===== src/rtl/link_tx_framer.sv =====
// Nibble-serial link transmit framer: buffers 32-bit words in a small FIFO and
// sends each word as a 10-nibble frame (header, 8 data nibbles, XOR checksum).
module link_tx_framer #(
    parameter int unsigned FIFO_DEPTH = 4,
    parameter logic [3:0]  HDR_NIBBLE = 4'hA
) (
    input  logic        CLK,
    input  logic        RST,
    input  logic [31:0] in_data,
    input  logic        in_valid,
    output logic        in_ready,
    input  logic        rdy_from_recv,
    output logic [3:0]  tx_nibble,
    output logic        tx_valid,
    output logic        busy,
    output logic [15:0] frames_sent,
    output logic        overflow
);

    localparam int unsigned WORD_W = 32;
    localparam int unsigned NIB_W  = 4;
    localparam int unsigned IDX_W  = 3;
    localparam int unsigned CNT_W  = 16;
    localparam int unsigned AW     = (FIFO_DEPTH > 1) ? $clog2(FIFO_DEPTH) : 1;
    localparam int unsigned CW     = AW + 1;

    typedef enum logic [1:0] {
        IDLE = 2'd0,
        HDR  = 2'd1,
        DATA = 2'd2,
        CSUM = 2'd3
    } state_t;

    logic [WORD_W-1:0] mem [FIFO_DEPTH];
    logic [AW-1:0]     wr_ptr;
    logic [AW-1:0]     rd_ptr;
    logic [CW-1:0]     count;
    logic [CW-1:0]     count_nxt;
    logic              push;
    logic              pop;
    logic              fifo_nonempty;

    state_t            state;
    state_t            state_nxt;
    logic [IDX_W-1:0]  idx;
    logic [IDX_W-1:0]  idx_nxt;
    logic [WORD_W-1:0] word;
    logic [WORD_W-1:0] word_shl;
    logic [NIB_W-1:0]  csum;
    logic [NIB_W-1:0]  tx_nibble_nxt;
    logic              tx_valid_nxt;

    // Readiness follows the registered count and is forced low while in reset.
    assign in_ready      = !RST && (count < CW'(FIFO_DEPTH));
    assign push          = in_valid && in_ready;
    assign fifo_nonempty = (count != '0);

    always_ff @(posedge CLK) begin
        if (push) begin
            mem[wr_ptr] <= in_data;
        end
    end

    always_comb begin
        count_nxt = count;
        case ({push, pop})
            2'b10:   count_nxt = count + CW'(1);
            2'b01:   count_nxt = count - CW'(1);
            default: count_nxt = count;
        endcase
    end

    always_ff @(posedge CLK) begin
        if (RST) begin
            wr_ptr <= '0;
            rd_ptr <= '0;
            count  <= '0;
        end else begin
            if (push) begin
                wr_ptr <= wr_ptr + AW'(1);
            end
            if (pop) begin
                rd_ptr <= rd_ptr + AW'(1);
            end
            count <= count_nxt;
        end
    end

    // Frame word is captured from the FIFO head on every pop.
    always_ff @(posedge CLK) begin
        if (RST) begin
            word <= '0;
        end else if (pop) begin
            word <= mem[rd_ptr];
        end
    end

    assign word_shl = word << {idx_nxt, 2'b00};

    always_comb begin
        csum = '0;
        for (int i = 0; i < 8; i++) begin
            csum = csum ^ word[i*NIB_W +: NIB_W];
        end
    end

    // Next state plus the nibble that will be on the wire once that state is entered.
    always_comb begin
        state_nxt     = state;
        idx_nxt       = idx;
        pop           = 1'b0;
        tx_nibble_nxt = '0;
        tx_valid_nxt  = 1'b0;

        case (state)
            IDLE: begin
                if (fifo_nonempty && rdy_from_recv) begin
                    state_nxt = HDR;
                    pop       = 1'b1;
                end
            end
            HDR: begin
                state_nxt = DATA;
                idx_nxt   = '0;
            end
            DATA: begin
                if (idx == IDX_W'(7)) begin
                    state_nxt = CSUM;
                end else begin
                    idx_nxt = idx + IDX_W'(1);
                end
            end
            CSUM: begin
                if (fifo_nonempty && rdy_from_recv) begin
                    state_nxt = HDR;
                    pop       = 1'b1;
                end else begin
                    state_nxt = IDLE;
                end
            end
            default: state_nxt = IDLE;
        endcase

        case (state_nxt)
            HDR: begin
                tx_nibble_nxt = HDR_NIBBLE;
                tx_valid_nxt  = 1'b1;
            end
            DATA: begin
                tx_nibble_nxt = word_shl[WORD_W-1 -: NIB_W];
                tx_valid_nxt  = 1'b1;
            end
            CSUM: begin
                tx_nibble_nxt = csum;
                tx_valid_nxt  = 1'b1;
            end
            default: begin
                tx_nibble_nxt = '0;
                tx_valid_nxt  = 1'b0;
            end
        endcase
    end

    always_ff @(posedge CLK) begin
        if (RST) begin
            state       <= IDLE;
            idx         <= '0;
            tx_nibble   <= '0;
            tx_valid    <= 1'b0;
            busy        <= 1'b0;
            frames_sent <= '0;
            overflow    <= 1'b0;
        end else begin
            state     <= state_nxt;
            idx       <= idx_nxt;
            tx_nibble <= tx_nibble_nxt;
            tx_valid  <= tx_valid_nxt;
            busy      <= (state_nxt != IDLE) || (count_nxt != '0);
            if (state == CSUM) begin
                frames_sent <= frames_sent + CNT_W'(1);
            end
            if (in_valid && !in_ready) begin
                overflow <= 1'b1;
            end
        end
    end

endmodule


===== config.mk =====
export PLATFORM = sky130hd
export DESIGN_NAME = link_tx_framer
export DESIGN_NICKNAME = d
export VERILOG_FILES = /design/src/rtl/link_tx_framer.sv
export SDC_FILE = /design/constraint.sdc
export NUM_CORES = 1
export LEC_CHECK = 0
export ABC_AREA = 1
export BUFFER_PORTS_ARGS = -buffer_cell sky130_fd_sc_hd__buf_2
export CAP_MARGIN = 20
export CORE_MARGIN = 2
export CORE_UTILIZATION = 45
export CTS_BUF_LIST = sky130_fd_sc_hd__clkbuf_16
export CTS_CLUSTER_DIAMETER = 60
export CTS_CLUSTER_SIZE = 10
export DETAILED_ROUTE_END_ITERATION = 8
export SYNTH_ARGS = -nofsm -noshare
export SYNTH_HDL_FRONTEND = slang
export SYNTH_SLANG_ARGS = --single-unit

===== constraint.sdc =====
create_clock -name CLK -period 6 [get_ports CLK]
set_input_delay 1.2 -clock CLK [delete_from_list [all_inputs] [get_ports CLK]]
set_output_delay 1.2 -clock CLK [all_outputs]
set_load 0.02 [all_outputs]

Word-level counts from Yosys, hierarchy flattened
Memories as Yosys holds them, arrays and structs flattened. A register that Yosys moved wholly into a read port is not among the register bits.
Index checks and enable logic that the tools add are counted.

storage, ports and cells
  flip-flop bits (word level) = 35
  RAM bits = 128
  input port bits = 36
  output and inout bits = 24
  logic and storage cells = 61
  memories = 1

memory list
  memory  words  bits a word  rd ports  clocked after memory_dff  wr ports  RTL line  RTL
  mem     4      32           1         1                         1         34        logic [WORD_W-1:0] mem [FIFO_DEPTH];

cells by class
  add/sub/neg operators = 6
  order comparisons = 1
  eq/ne operators = 9
  shifts and indexed selects = 1
  muxes and demuxes = 13
  bitwise operators = 7
  reductions and logical operators = 13

operator list
  kind                                                 count
  << shifter 32 x 5 -> 32 bit                          1
  XOR 4 bit                                            7
  adder 16 x 1 -> 16 bit, second input constant        1
  one-hot mux 3 bit (2 select lines)                   2
  one-hot mux 4 bit (3 select lines)                   1
  equality test 2 bit, second input constant           5
  one-hot mux 2 bit (4 select lines)                   1
  adder 3 x 1 -> 3 bit, second input constant          2
  equality test 2 x 1 -> 1 bit, second input constant  3
  2-to-1 mux 1 bit                                     6
  nonzero test 3 bit                                   2
  adder 2 x 1 -> 2 bit, second input constant          2
  logical AND 1 bit                                    4
  2-to-1 mux 2 bit                                     2
  equality test 3 bit, second input constant           1
  < comparator 3 bit, second input constant            1
  2-to-1 mux 3 bit                                     1
  OR reduction 3 bit                                   1
  subtractor 3 x 1 -> 3 bit, second input constant     1
  logical NOT 1 bit                                    2
  logical NOT 2 bit                                    1
  nonzero test 2 bit                                   1
  OR reduction 2 bit                                   1
  logical OR 1 bit                                     1

Logic depth before layout (Yosys ltp)
Gate-level depths: netlist (run 1).

  depth after elaboration = 8
  gate-level depth with buffers = 12
  mapped depth without buffers = 12

Worst setup path after synthesis (run 1)
Ideal clock, no wire load.

  path kind = input to register
  from = input RST
  to = memory mem[0][0] (enable)
  setup time = 421 ps
  arrival time = 3339 ps
  required time = 5579 ps
  setup slack = 2239 ps
  stages on the path = 4
  path buffers = 1
  cell sequence = buf_2 > nor2_1 > nand2_1 > nor2_1

between the ends
  word-level cells in the longest chain between the ends = 5

RTL lines
  element                                 RTL line  RTL
  start: declaration                      8         input logic RST,
  logical NOT 1 bit                       54        assign in_ready = !RST && (count < CW'(FIFO_DEPTH));
  logical AND 1 bit                       54
  named net in_ready                      11        output logic in_ready,
  logical AND 1 bit                       55        assign push = in_valid && in_ready;
  2-to-1 mux 1 bit                        59        if (push) begin
  2-to-1 mux 1 bit (not written as such)  60        mem[wr_ptr] <= in_data;
  end: declaration                        34

The timed path passes the listed nets, and every way through them passes these cells.

Final worst setup path (run 1)
  from = input RST
  to = output in_ready

between the ends
  word-level cells in the longest chain between the ends = 2

RTL lines
  element            RTL line
  logical NOT 1 bit  54
  logical AND 1 bit  54
  end: declaration   11

No other way between the ends.

==> results of run 1 <==
## critical path, cell delays in order
cell and delay [ns]:
buf_2 0.31, nor2_1 0.10, buf_2 0.17
## cells by family (layout without fill, tap and decap cells)
group / after synthesis / count (layout) / share of synthesized area, %
AO/OA/AOI/OAI: 196 / 196 / 12.7
XOR/XNOR: 10 / 10 / 1.06
adder cells (fa/ha/maj): 11 / 11 / 1.75
buffers and inverters: 116 / 176 / 5.88
flip-flops: 195 / 195 / 62.7
AND/OR/NAND/NOR: 290 / 290 / 15.9
## cell usage in the layout (no fill, tap or decap), drive strengths merged, types with 4 or more instances in the layout
cell	netlist	layout
buf	17	65
o21ai	109	109
nor3	8	8
xnor2	6	6
inv	79	86
clkinvlp	0	4
xor2	4	4
a21oi	49	49
edfxtp	128	128
dfxtp	67	67
ha	10	10
nand4	19	19
nand2	107	107
nand3	49	49
nor2	102	102
o22ai	32	32
clkbuf	20	17
## area by class of cell
type | instances | area, µm²
Timing Repair Buffer | 65 | 365
Sequential cell | 195 | 5190
Multi-Input combinational cell | 507 | 2620
Clock buffer | 17 | 425
Clock inverter | 15 | 168
Tap cell | 229 | 287
Fill cell | 1694 | 8680
Inverter | 79 | 297
## how the worst max path moves through the flow
stage	cells past startpoint	endpoint	slack (ns)	startpoint
final	3	in_ready	3.02	RST
after floorplan	4	mem[0][0]	2.24	RST
after global placement	10	busy	2.70	RST
after detailed placement	10	busy	2.62	RST
after CTS	3	in_ready	3.01	RST
after global routing	10	busy	2.85	RST
## flip-flops by register name, indices dropped and copies added (netlist names)
signal,count
state,2
wr_ptr,2
idx,3
word,32
busy,1
count,3
frames_sent,16
overflow,1
tx_valid,1
mem,128
tx_nibble,4
rd_ptr,2
## power by group through the flow
| stage | Sequential, mW | Clock [mW] | Combinational [mW] |
|---|---|---|---|
| 2_1_floorplan | 1.71 | 0 | 1.19 |
| 3_3_place_gp | 1.69 | 0 | 1.51 |
| 3_5_place_dp | 1.70 | 0 | 1.51 |
| 4_1_cts | 1.67 | 1.15 | 1.52 |
| 5_1_grt | 1.69 | 1.20 | 1.73 |
| 6_report | 1.67 | 1.13 | 1.53 |
## metal layers
metal	track usage [%]	vias to the layer above	share of wire, %
li1	-	2939	-
met1	25.1	2624	49
met2	28.2	103	47
met3	3.30	18	3.3
met4	5.68	0	1.3
met5	0	-	0
==> run_results.csv, run 1 <==
group,metric,value,unit
run_status,outcome,"finished, final reports clean",
routing,first_pass_iters,5,
global_routing,antenna_found_initial,0,
timing,timing.fmax,0.336,GHz
setup_path,start_kind,"primary input",
power,p_seq_share,38.5,%
global_routing,grt_overflow_total,0,
clocking,path_clk_slew,0.06,ns
setup_path,crit_fanout,19,
timing,period_minus_slack,2.98,ns
min_path,hold_depth,2,
clocking,clock-root-buffer,"clkbuf_16",
synth,synth-seq-cells,195,
global_routing,grt_pass1_vias,5245,
floorplan,coreArea,0.0180,mm²
global_routing,grt_pass1_wl,27300,µm
timing,hold_slack,0.460,ns
min_path,holdPathEnd,"overflow",
synth,synth_commonest_cells,"edfxtp_1 (128), nand2_1 (101), nor2_1 (100)",
clocking,post_cts_buffers,0,
place,place_hpwl,10500,µm
synth,synth.distinct_cells,36,
cells_and_area,postLayoutCellArea,0.00935,mm²
routing,drc,0,
clocking,clock_sinks,195,
timing,rsz0062_at_grt,"false",
floorplan,start_util,45.9,%
setup_path,reg2reg_from,"state[0]",
clocking,h-tree-depth,4,
clocking,post_cts_resized,0,
cells_and_area,layout-drive-gt1-share,14.4,%
timing,fin_crit_sh,49.6,%
timing,worst_pin_slew,1.10,ns
routing,num_vias,5684,
setup_path,r2r_setup_slack,3.44,ns
timing,setup_viol,0,
clocking,ctsHoldBuffers,0,
power,power_frac_comb,35.3,%
floorplan,die_x,140,µm
timing,fin_skew,0.0189,ns
setup_path,critPathKind,"in2out",
global_routing,grt_max_degree,66,
synth,syn_avg_cell_area,10.1,µm²
power,p_leak,3.55,nW
place,gp_congestion,0.816,
routing,wirelength,17100,µm
routing,drtIter0Drc,344,
flow_run,maxCapViolations,0,
power,power_density,463,mW/mm²
power,p_sw_share,37.0,%
place,port_buffers,59,
routing,wl_per_cell,15.4,µm
power,p_total,4.33,mW
floorplan,num_rows,49,
clocking,clock_latency,0.43,ns
setup_path,crit_path_end_kind,"primary output",
timing,setup_tns,0,ns
power,p_int,2.73,mW
global_routing,track_usage,17.8,%
min_path,hold_path_class,"reg2reg",
routing,ant_nets,0,
synth,yosysWarnings,0,
synth,yosysTopAreaCellShare,46.5,%
cells_and_area,diodes,0,
timing,hold_violations,0,
synth,async_flop_share,0,%
synth,seq_area_frac_synth,62.7,%
floorplan,die_y,140,µm
synth,ys_top_cells_by_area,"edfxtp_1 (46%), dfxtp_1 (16%), nand2_1 (4.6%)",
setup_path,rr_endpoint,"busy",
power,vdd_ir_drop_max,0.290,mV
setup_path,crit_required,4.80,ns
cells_and_area,syn2layout_area_growth,13.0,%
floorplan,io_pins,60,
setup_path,reg2reg_depth,10,
clocking,cts_buffers,17,
place,placed_area,0.00874,mm²
clocking,cts_tree,"done",
place,dp_cells,1074,
place,place_ws,2.62,ns
min_path,holdCritStartpoint,"overflow",
cells_and_area,finalNetCount,912,
synth,ys.flop_type,"edfxtp_1",
synth,synth_fp_nets,865,
synth,yosysMostFrequentCell,"edfxtp_1",
synth,syn_inst,818,
timing,drv_slew,0,
synth,yosysTopAreaCell,"edfxtp_1",
timing,fin_ws,3.02,ns
synth,synth_edf_count,128,
routing,vias_per_cell,5.13,
clocking,cts.path.max_buffers,2,
setup_path,arrival,1.78,ns
cells_and_area,fin_util,51.9,%
timing,max_slew_margin,26.7,%
power,switchingPower,1.60,mW
power,clock_power_share,26.1,%
synth,syn_area,0.00827,mm²
floorplan,die-area,0.0195,mm²
cells_and_area,instances_no_fill,1107,
No activity file was read; power rests on OpenSTA's default activity.
==> inputs of run 2 (changes only) <==
==> constraint.sdc (replaced) <==
create_clock -name CLK -period 2.83 [get_ports CLK]
set_input_delay 0.566 -clock CLK [delete_from_list [all_inputs] [get_ports CLK]]
set_output_delay 0.566 -clock CLK [all_outputs]
set_load 0.02 [all_outputs]
==> run 2 against run 1 <==
  * Count of clock-buffer cells in the layout unchanged
  * Utilization up 0.29 points
  * Cell count up 0.90%
  * Critical endpoint is now busy
  * Largest power group unchanged
==> run_results.csv, run 2 (synthesis results as in run 1) <==
group,metric,value,unit
global_routing,grt_overflow_total,0,
clocking,path_clk_slew,0.07,ns
global_routing,grt_pass1_wl,28300,µm
cells_and_area,finalNetCount,922,
setup_path,start_kind,"flop",
place,port_buffers,59,
setup_path,rr_endpoint,"busy",
floorplan,num_rows,49,
place,placed_area,0.00882,mm²
cells_and_area,final_cell_mix,"edfxtp_1 (128), nand2_1 (101), nor2_1 (96)",
setup_path,reg2reg_depth,10,
cells_and_area,reg_top3,"mem: 128 flops, word: 32 flops, frames_sent: 16 flops",
cells_and_area,postLayoutCellArea,0.00940,mm²
routing,drc,0,
routing,first_pass_iters,5,
clocking,post_cts_resized,0,
min_path,holdPathEnd,"mem[0][14]",
setup_path,critPathKind,"reg2reg",
setup_path,crit_fanout,5,
timing,max_slew_margin,64.3,%
timing,setup_tns,0,ns
cells_and_area,fillCellCount,1644,
clocking,clock_latency,0.43,ns
power,power_density,974,mW/mm²
setup_path,crit_path_end_kind,"flop",
clocking,h-tree-depth,4,
routing,wl_per_cell,15.6,µm
power,p_leak,3.58,nW
routing,wirelength,17400,µm
setup_path,crit_required,3.14,ns
floorplan,start_util,45.9,%
global_routing,track_usage,18.5,%
floorplan,die_y,140,µm
timing,hold_violations,0,
routing,drtIter0Drc,395,
place,place_hpwl,11000,µm
clocking,ctsHoldBuffers,0,
routing,num_vias,5807,
run_status,outcome,"finished, final reports clean",
power,vdd_ir_drop_max,0.730,mV
cells_and_area,diodes,0,
cells_and_area,fin_util,52.2,%
clocking,cts_buffers,17,
floorplan,die_x,140,µm
cells_and_area,syn2layout_area_growth,13.6,%
timing,rsz0062_at_grt,"false",
timing,drv_slew,0,
clocking,cts.path.max_buffers,2,
global_routing,antenna_found_initial,0,
place,gp_congestion,0.801,
timing,setup_viol,0,
power,p_total,9.16,mW
clocking,cts_tree,"done",
timing,worst_pin_slew,0.535,ns
min_path,hold_path_class,"in2reg",
setup_path,r2r_setup_slack,0.56,ns
clocking,post_cts_buffers,0,
cells_and_area,largest_register_ffs,128,
place,place_ws,0.577,ns
routing,ant_nets,0,
setup_path,arrival,2.58,ns
clocking,clock-root-buffer,"clkbuf_16",
floorplan,io_pins,60,
cells_and_area,regMostFlops,"mem",
timing,timing.fmax,0.440,GHz
timing,fin_crit_sh,80.3,%
clocking,clock_sinks,195,
min_path,hold_depth,1,
setup_path,reg2reg_from,"state[0]",
floorplan,die-area,0.0195,mm²
timing,fin_skew,0.0102,ns
timing,period_minus_slack,2.27,ns
min_path,holdCritStartpoint,"in_data[14]",
global_routing,grt_pass1_vias,5483,
flow_run,maxCapViolations,0,
floorplan,coreArea,0.0180,mm²
cells_and_area,final_common_cell,"edfxtp_1",
timing,fin_ws,0.557,ns
routing,vias_per_cell,5.20,
cells_and_area,layout-drive-gt1-share,15.5,%
global_routing,grt_max_degree,53,
-- run 2: area by class of cell --
| class | instances | area, µm² | share of cell area [%] |
|---|---|---|---|
| repair buffers | 75 | 428 | 4.55 |
| flip-flops and latches | 195 | 5190 | 55.2 |
| well taps | 229 | 287 | 3.05 |
| clock inverters | 15 | 158 | 1.68 |
| multi-input cells | 507 | 2620 | 27.9 |
| clock buffers | 17 | 425 | 4.52 |
| inverters | 79 | 297 | 3.15 |
-- run 2: critical path: stages (launching register included) --
cell     delay (ns)
dfxtp_1        0.33
inv_1          0.08
ha_1           0.36
nor2_4         0.18
ha_1           0.17
inv_1          0.06
fa_1           0.48
nor2_1         0.05
a21oi_1        0.14
nor3b_1        0.19
a31oi_1        0.10
-- run 2: report_power, final --
group / switching [mW] / internal [mW]
logic: 2.19 / 1.06
registers: 0.163 / 3.37
clock network: 1.06 / 1.31
total: 3.42 / 5.74
-- run 2: metrics by stage --
step                hold slack, ns  cells
finish                       0.345   1117
global route                 0.338   1117
CTS                          0.335   1117
detailed placement           0.459   1085
global placement             0.451   1085
floorplan                    0.456    818
-- run 2: how the worst max path moves through the flow --
| stage | from | to | slack (ns) | cells after the start |
|---|---|---|---|---|
| global route | state[0] | busy | 0.32 | 10 |
| finish | state[0] | busy | 0.56 | 10 |
| global placement | state[0] | busy | 0.65 | 10 |
| floorplan | RST | mem[0][0] | -0.30 | 4 |
| detailed placement | state[0] | busy | 0.58 | 10 |
| CTS | state[0] | busy | 0.56 | 10 |
-- run 2: metal layers --
metal,up-vias,GRT usage (%),routed length [µm]
met4,0,4.89,214
met5,-,0,0
li1,2957,-,-
met1,2734,25.4,8240
met3,19,3.44,554
met2,97,30.4,8370
